`config.mk`:
```
export PLATFORM = sky130hd
export DESIGN_NAME = grf
export DESIGN_NICKNAME = d
export VERILOG_FILES = /design/src/rtl/mips_pkg.sv /design/src/rtl/grf_trace.sv /design/src/rtl/grf.sv
export SDC_FILE = /design/constraint.sdc
export NUM_CORES = 2
export LEC_CHECK = 0
export ABC_AREA = 1
export CAP_MARGIN = 20
export CORE_ASPECT_RATIO = 1.2
export CORE_MARGIN = 5
export CORE_UTILIZATION = 40
export DETAILED_ROUTE_END_ITERATION = 8
export PLACE_DENSITY = 0.64
export SYNTH_ARGS = -nofsm -noshare
export SYNTH_HDL_FRONTEND = slang
export SYNTH_SLANG_ARGS = --single-unit
```
`constraint.sdc`:
```
create_clock -name clk -period 81.8 [get_ports clk]
set_input_delay 12.27 -clock clk [delete_from_list [all_inputs] [get_ports clk]]
set_output_delay 12.27 -clock clk [all_outputs]
set_load 0.03 [all_outputs]
```
`src/rtl/mips_pkg.sv`:
```
// Shared MIPS core definitions: register indices, register-file size and
// the write-register select encodings used ahead of the register file.
package mips_pkg;

    localparam int NUM_REGS = 32;

    typedef logic [4:0] reg_idx_t;

    localparam reg_idx_t REG_ZERO = 5'd0;
    localparam reg_idx_t REG_RA   = 5'd31;

    typedef enum logic [1:0] {
        WSEL_RT     = 2'b00,
        WSEL_RD     = 2'b01,
        WSEL_RA     = 2'b10,
        WSEL_RT_ALT = 2'b11
    } wsel_e;

    // Destination register chosen upstream; the spare encoding falls back to rt.
    function automatic reg_idx_t sel_wreg(input wsel_e sel, input reg_idx_t rt, input reg_idx_t rd);
        case (sel)
            WSEL_RD: sel_wreg = rd;
            WSEL_RA: sel_wreg = REG_RA;
            default: sel_wreg = rt;
        endcase
    endfunction

endpackage

```
`src/rtl/grf_trace.sv`:
```
// Registered one-cycle write trace plus a wrapping count of committed writes.
module grf_trace
    import mips_pkg::*;
#(
    parameter int CNT_W = 32
) (
    input  logic             clk,
    input  logic             reset,
    input  logic             accepted,
    input  logic [31:0]      pc,
    input  reg_idx_t         wreg,
    input  logic [31:0]      wd,
    output logic             trace_valid,
    output logic [31:0]      trace_pc,
    output reg_idx_t         trace_reg,
    output logic [31:0]      trace_data,
    output logic [CNT_W-1:0] wr_count
);

    logic             valid_reg;
    logic [31:0]      pc_reg;
    reg_idx_t         wreg_reg;
    logic [31:0]      data_reg;
    logic [CNT_W-1:0] count_reg;

    // Payload holds its last value when no write commits; only valid drops.
    always_ff @(posedge clk or posedge reset) begin
        if (reset) begin
            valid_reg <= 1'b0;
            pc_reg    <= '0;
            wreg_reg  <= REG_ZERO;
            data_reg  <= '0;
            count_reg <= '0;
        end else begin
            valid_reg <= accepted;
            if (accepted) begin
                pc_reg    <= pc;
                wreg_reg  <= wreg;
                data_reg  <= wd;
                count_reg <= count_reg + 1'b1;
            end
        end
    end

    assign trace_valid = valid_reg;
    assign trace_pc    = pc_reg;
    assign trace_reg   = wreg_reg;
    assign trace_data  = data_reg;
    assign wr_count    = count_reg;

endmodule

```
`src/rtl/grf.sv`:
```
// 32 x 32-bit general register file: two combinational read ports with optional
// same-cycle write bypass, one clocked write port, and a write trace stage.
module grf
    import mips_pkg::*;
#(
    parameter int BYPASS = 1,
    parameter int CNT_W  = 32
) (
    input  logic             clk,
    input  logic             reset,
    input  logic             we,
    input  logic [4:0]       a1,
    input  logic [4:0]       a2,
    input  logic [4:0]       wreg,
    input  logic [31:0]      wd,
    input  logic [31:0]      pc,
    output logic [31:0]      rd1,
    output logic [31:0]      rd2,
    output logic             trace_valid,
    output logic [31:0]      trace_pc,
    output logic [4:0]       trace_reg,
    output logic [31:0]      trace_data,
    output logic [CNT_W-1:0] wr_count
);

    logic [31:0] regs [NUM_REGS];
    logic        accepted;

    // Writes to $0 and writes while reset is held never commit.
    assign accepted = we && (wreg != REG_ZERO) && !reset;

    // $0 is never addressed by an accepted write, so it stays at its reset value.
    generate
        for (genvar gi = 0; gi < NUM_REGS; gi++) begin : g_regs
            always_ff @(posedge clk or posedge reset) begin
                if (reset) begin
                    regs[gi] <= '0;
                end else if (accepted && (wreg == reg_idx_t'(gi))) begin
                    regs[gi] <= wd;
                end
            end
        end
    endgenerate

    always_comb begin
        rd1 = '0;
        rd2 = '0;
        if (!reset) begin
            if (a1 != REG_ZERO) begin
                rd1 = (BYPASS != 0 && accepted && wreg == a1) ? wd : regs[a1];
            end
            if (a2 != REG_ZERO) begin
                rd2 = (BYPASS != 0 && accepted && wreg == a2) ? wd : regs[a2];
            end
        end
    end

    grf_trace #(
        .CNT_W(CNT_W)
    ) u_trace (
        .clk        (clk),
        .reset      (reset),
        .accepted   (accepted),
        .pc         (pc),
        .wreg       (wreg),
        .wd         (wd),
        .trace_valid(trace_valid),
        .trace_pc   (trace_pc),
        .trace_reg  (trace_reg),
        .trace_data (trace_data),
        .wr_count   (wr_count)
    );

endmodule
```
# == After elaboration in Yosys (flattened, before gate mapping) ==
# Cells that the tools add are included.
# totals
elab_cells,128
regBits,1126
# op_classes
eq_ne,33
reduce_logical,41
magnitude_cmp,2
add_sub_neg,1
n_mux,12
n_bitwise,2
# ops
operator,n
32-bit binary-select mux with 5-bit select,2
32-bit two-way mux,10
5-bit equality test (second input constant),16
5-bit by 4-bit equality test with 1-bit output (second input constant),8
1-bit logical AND,36
32-bit by 1-bit adder with 32-bit output (second input constant),1
5-bit by 3-bit equality test with 1-bit output (second input constant),4
5-bit nonzero test,3
6-bit >= comparator (second input constant),2
5-bit NOT with 6-bit output,2
5-bit by 2-bit equality test with 1-bit output (second input constant),2
5-bit equality test,2
5-bit by 1-bit equality test with 1-bit output (second input constant),1
5-bit logical NOT,1
1-bit logical NOT,1

# == Depth between registers and ports, before layout ==
# depth
depth_word,7
mapped_depth,13

# == By module ==
# A second synthesis with hierarchy kept.
# hier_totals
cells_unflattened,8889
area_unflattened_um2,62027.0
# by_module_without_submodules
module,cells_per_inst,seq_area_each_um2,instances,area_per_inst_um2
grf,8529,25624.6,1,57679.1
grf_trace,360,2552.4,1,4347.9

# == Worst setup path after synthesis ==
# Ideal clock, no wire load.
# synth_timing
path_type,input -> output
from,in reset
to,out rd1[10]
cell_stages,6
path_buffers,1
t_arrival_ns,39.151
t_required_ns,69.530
setup_slack_ns,30.379
path_cell_list,inv_1 nand3_2 inv_2 nand2_1 clkbuf_1 a21oi_1
# synth_via
elab_chain_cells,6
# synth_lines
element,line,source
start: declaration,grf.sv:10,"input logic reset,"
1-bit logical NOT (no source line),--,
1-bit logical AND,grf.sv:30,assign accepted = we && (wreg != REG_ZERO) && !reset;
1-bit logical AND,grf.sv:50,rd1 = (BYPASS != 0 && accepted && wreg == a1) ? wd : regs[a1];
32-bit two-way mux,grf.sv:50,
32-bit two-way mux,grf.sv:49,if (a1 != REG_ZERO) begin
32-bit two-way mux (*),grf.sv:48,if (!reset) begin
end: declaration,grf.sv:17,"output logic [31:0] rd1,"
# Every way passes the cells marked *; elsewhere a longest branch is shown, timed or not.

# == Worst setup path in the final report ==
# layout_timing
from,in a2[0]
to,out rd2[29]
# layout_via
elab_chain_cells,7
elab_cells_between_ends,10
classes_between,eq/ne: 1; mux: 6; bitwise: 1; reduce/logical: 2
# layout_lines
element,line,source
start: declaration,grf.sv:13,"input logic [4:0] a2,"
5-bit NOT with 6-bit output (not written as such),grf.sv:53,rd2 = (BYPASS != 0 && accepted && wreg == a2) ? wd : regs[a2];
32-bit binary-select mux with 5-bit select,grf.sv:53,
32-bit two-way mux (not written as such) (2 in a row),grf.sv:53,
32-bit two-way mux,grf.sv:53,
32-bit two-way mux (*),grf.sv:52,if (a2 != REG_ZERO) begin
32-bit two-way mux (*),grf.sv:48,
end: declaration,grf.sv:18,"output logic [31:0] rd2,"
# Every way passes the cells marked *; elsewhere a longest branch is shown, timed or not. The select of a mux whose other input is x is not followed.

==> qor.txt <==
status - finished, final reports clean
RSZ-0062 raised after global routing - no
Yosys reg bits - 1,126
die area - 0.162 mm^2
Core Area - 0.154 mm^2
crit path kind - in -> out
total setup buffers inserted after CTS - 0
drt wl/cell - 23.7 um
Avg Cell Area, Syn - 6.89 um^2
maximum clock rate - 34.0 MHz
worst vdd ir - 0.0000181 V
Yosys cell types - 31
Largest register FFs - 1,024
Synth area leaders - dfrtp_1 (46%), nand2_1 (21%), nand3_1 (12%)
gpl congestion - 0.849
final core utilization - 45.2%
hold_sp - regs[1007]
Die Y - 440 um
Final Skew - 0.0130 ns
Resize count post-CTS - 0
cts hold-fix bufs - 0
Final nets - 8,757
Hold WC Path Type - reg -> reg
Initial Util - 40.1%
P_leak - 32.3 nW
worst-skew pair later-pin latency - 0.77 ns
Slew headroom - 18.2%
hold depth - 0
DRT Pass-1 Iters - 8
num ports - 248
fin cells - 10,800
Critical Path RT - 69.53 ns
TritonCTS clock tree - yes
first-pass GRT wire length - 379,000 um
final hold violations - 0
ys async rst share - 100%
worst slew pin tran - 1.23 ns
Max FO, Critical Path - 97
mapped cell area - 0.0618 mm^2
area grow syn2layout - 12.6%
Die Wd - 369 um
HPWL Detailed - 134,000 um
Placed Cells - 10,500
Slew Viols, Final - 0
final period utilization - 35.9%
Top reg by flops - regs
# rows - 158
initial antenna violation count - 14
Synth Instances - 8,960
CTS Buf Count - 131
H-tree depth - 4
final setup vio count - 0
pin count of the biggest net entering global routing - 195
Post-synth EDFFs - 0
Max Root-Sink Buffers - 3
share of cells above drive strength 1 - 4.51%
CTS root buf - clkbuf_16
Via Count - 63,400
R2R Setup Slk - 79.66 ns
CTS clock-pin slew for the worst setup and hold paths - 0.06 ns
vias in the first global route - 59,200
Hold EP - regs[1007]
Port Buf Inserts - 247
via/cell ratio - 5.88
Reg2Reg Depth - 10
post-route ant nets - 0
final worst setup slack - 52.39 ns
min Tclk post-route - 29.41 ns
kind of start point of the critical path - input pin
area leader, netlist - dfrtp_1
arrival time worst endpoint - 17.14 ns
Overflow after GRT - 0
capturing point of the worst reg2reg path - u_trace.wr_count[26]
Synthesized Nets - 9,043
Max-cap violations - 0
ys flop type - dfrtp_1
crit end category - output port
global-route usage over all layers - 30.7%
worst hold margin - 0.401 ns
clock net sink count - 1,126
Iteration-0 DRC Markers - 9,234
Routed Wire Length - 256,000 um
r2r startpoint - u_trace.wr_count[0]
pwr/cell area - 22.9 mW/mm^2
Remaining DRCs - 0
Yosys top cell area share - 45.6%
yosys warns - 0
Seq/Total Area, Yosys - 45.6%
setup slack at placement - 52.64 ns
setup TNS - 0 ns
[worst max-delay path: stages]
cell and delay, ns:
buf_8 0.54, buf_4 0.77, buf_4 0.72, buf_4 0.88, nand2_1 0.12, nand3_1 0.12, nand3_1 0.09, nand3_1 0.13
nand3_1 0.08, nand3_1 0.33, nand2_1 0.10, inv_1 0.07, clkdlybuf4s50_1 0.69
[placed cells by master (no fill, tap or decap), types with 12 or more instances in the layout]
cell             synthesis  layout
dfrtp_1               1126    1126
clkdlybuf4s50_1          0     237
clkbuf_16                0     135
buf_4                    0      93
xor2_1                  14      14
clkbuf_1               613      27
nand2_1               3435    3423
nand3_1               1488    1488
clkbuf_8                 0      29
clkinv_2                 1      25
o21ai_0                826     826
xnor2_1                 13      13
a21oi_1                160     160
nor2_1                 299     297
buf_16                   0      13
nand2_4                 20      31
buf_12                   1      12
inv_1                  349     341
o21ai_1                400     400
nand4_1                 12      12
[layout make-up]
cell class / instances / area [um^2]
clock buffer: 191 / 3880
multi-input combinational: 6694 / 29200
clock inverter: 47 / 578
sequential: 1126 / 28200
antenna: 6 / 15.0
tap: 2000 / 2500
inverter: 358 / 1390
fill: 15400 / 84500
timing repair buffer: 363 / 3760
[synthesized netlist by cell type, drive strengths merged (3+ instances only)]
library cell,instances
nand2,3458
nand3,1489
o21ai,1226
dfrtp,1126
clkbuf,613
inv,355
nor2,301
buf,169
a21oi,160
xor2,14
nor3,13
xnor2,13
nand4,12
nand3b,4
clkinv,3
[where the power goes]
group,internal (mW),total [mW],switching (mW)
Combinational,0.100,0.291,0.191
Sequential,0.629,0.688,0.0594
Clock,0.362,0.616,0.253
[metal layers]
metal,global-route usage [%],vias up,share of wire (%)
li1,-,28400,-
met2,46.9,4207,43
met3,8.46,906,13
met4,17.4,6,6.6
met5,0,-,0.018
met1,39.2,29900,38
[logic make-up after synthesis]
logic type	count (synthesis)	share of synthesized area, %
AND/OR/NAND/NOR	5279	35.5
AO/OA/AOI/OAI	1387	11.2
buffers and inverters	1140	7.21
flip-flops	1126	45.6
XOR/XNOR	27	0.383
adder cells (fa/ha/maj)	1	0.0203
[metrics by stage]
| stage | instance area, um^2 | power (mW) |
|---|---|---|
| 6_report | 69500 | 1.59 |
| 3_3_place_gp | 64700 | 0.973 |
| 3_5_place_dp | 64700 | 0.979 |
| 4_1_cts | 69200 | 1.59 |
| 5_1_grt | 69500 | 1.66 |
| 2_1_floorplan | 61800 | 0.878 |
[worst max-delay path by stage]
stage          startpoint      end  slack [ns]  cells past startpoint
6_report            a2[0]  rd2[29]       52.39                     13
5_1_grt             a2[0]  rd2[29]       52.26                     13
4_1_cts             a2[0]  rd2[25]       52.63                     13
3_5_place_dp        a2[0]  rd2[25]       52.64                     13
3_3_place_gp        a2[0]   rd2[3]       52.33                     11
2_1_floorplan       reset  rd1[10]       30.38                      6
Note: power is estimated with default switching activity, not from simulation.
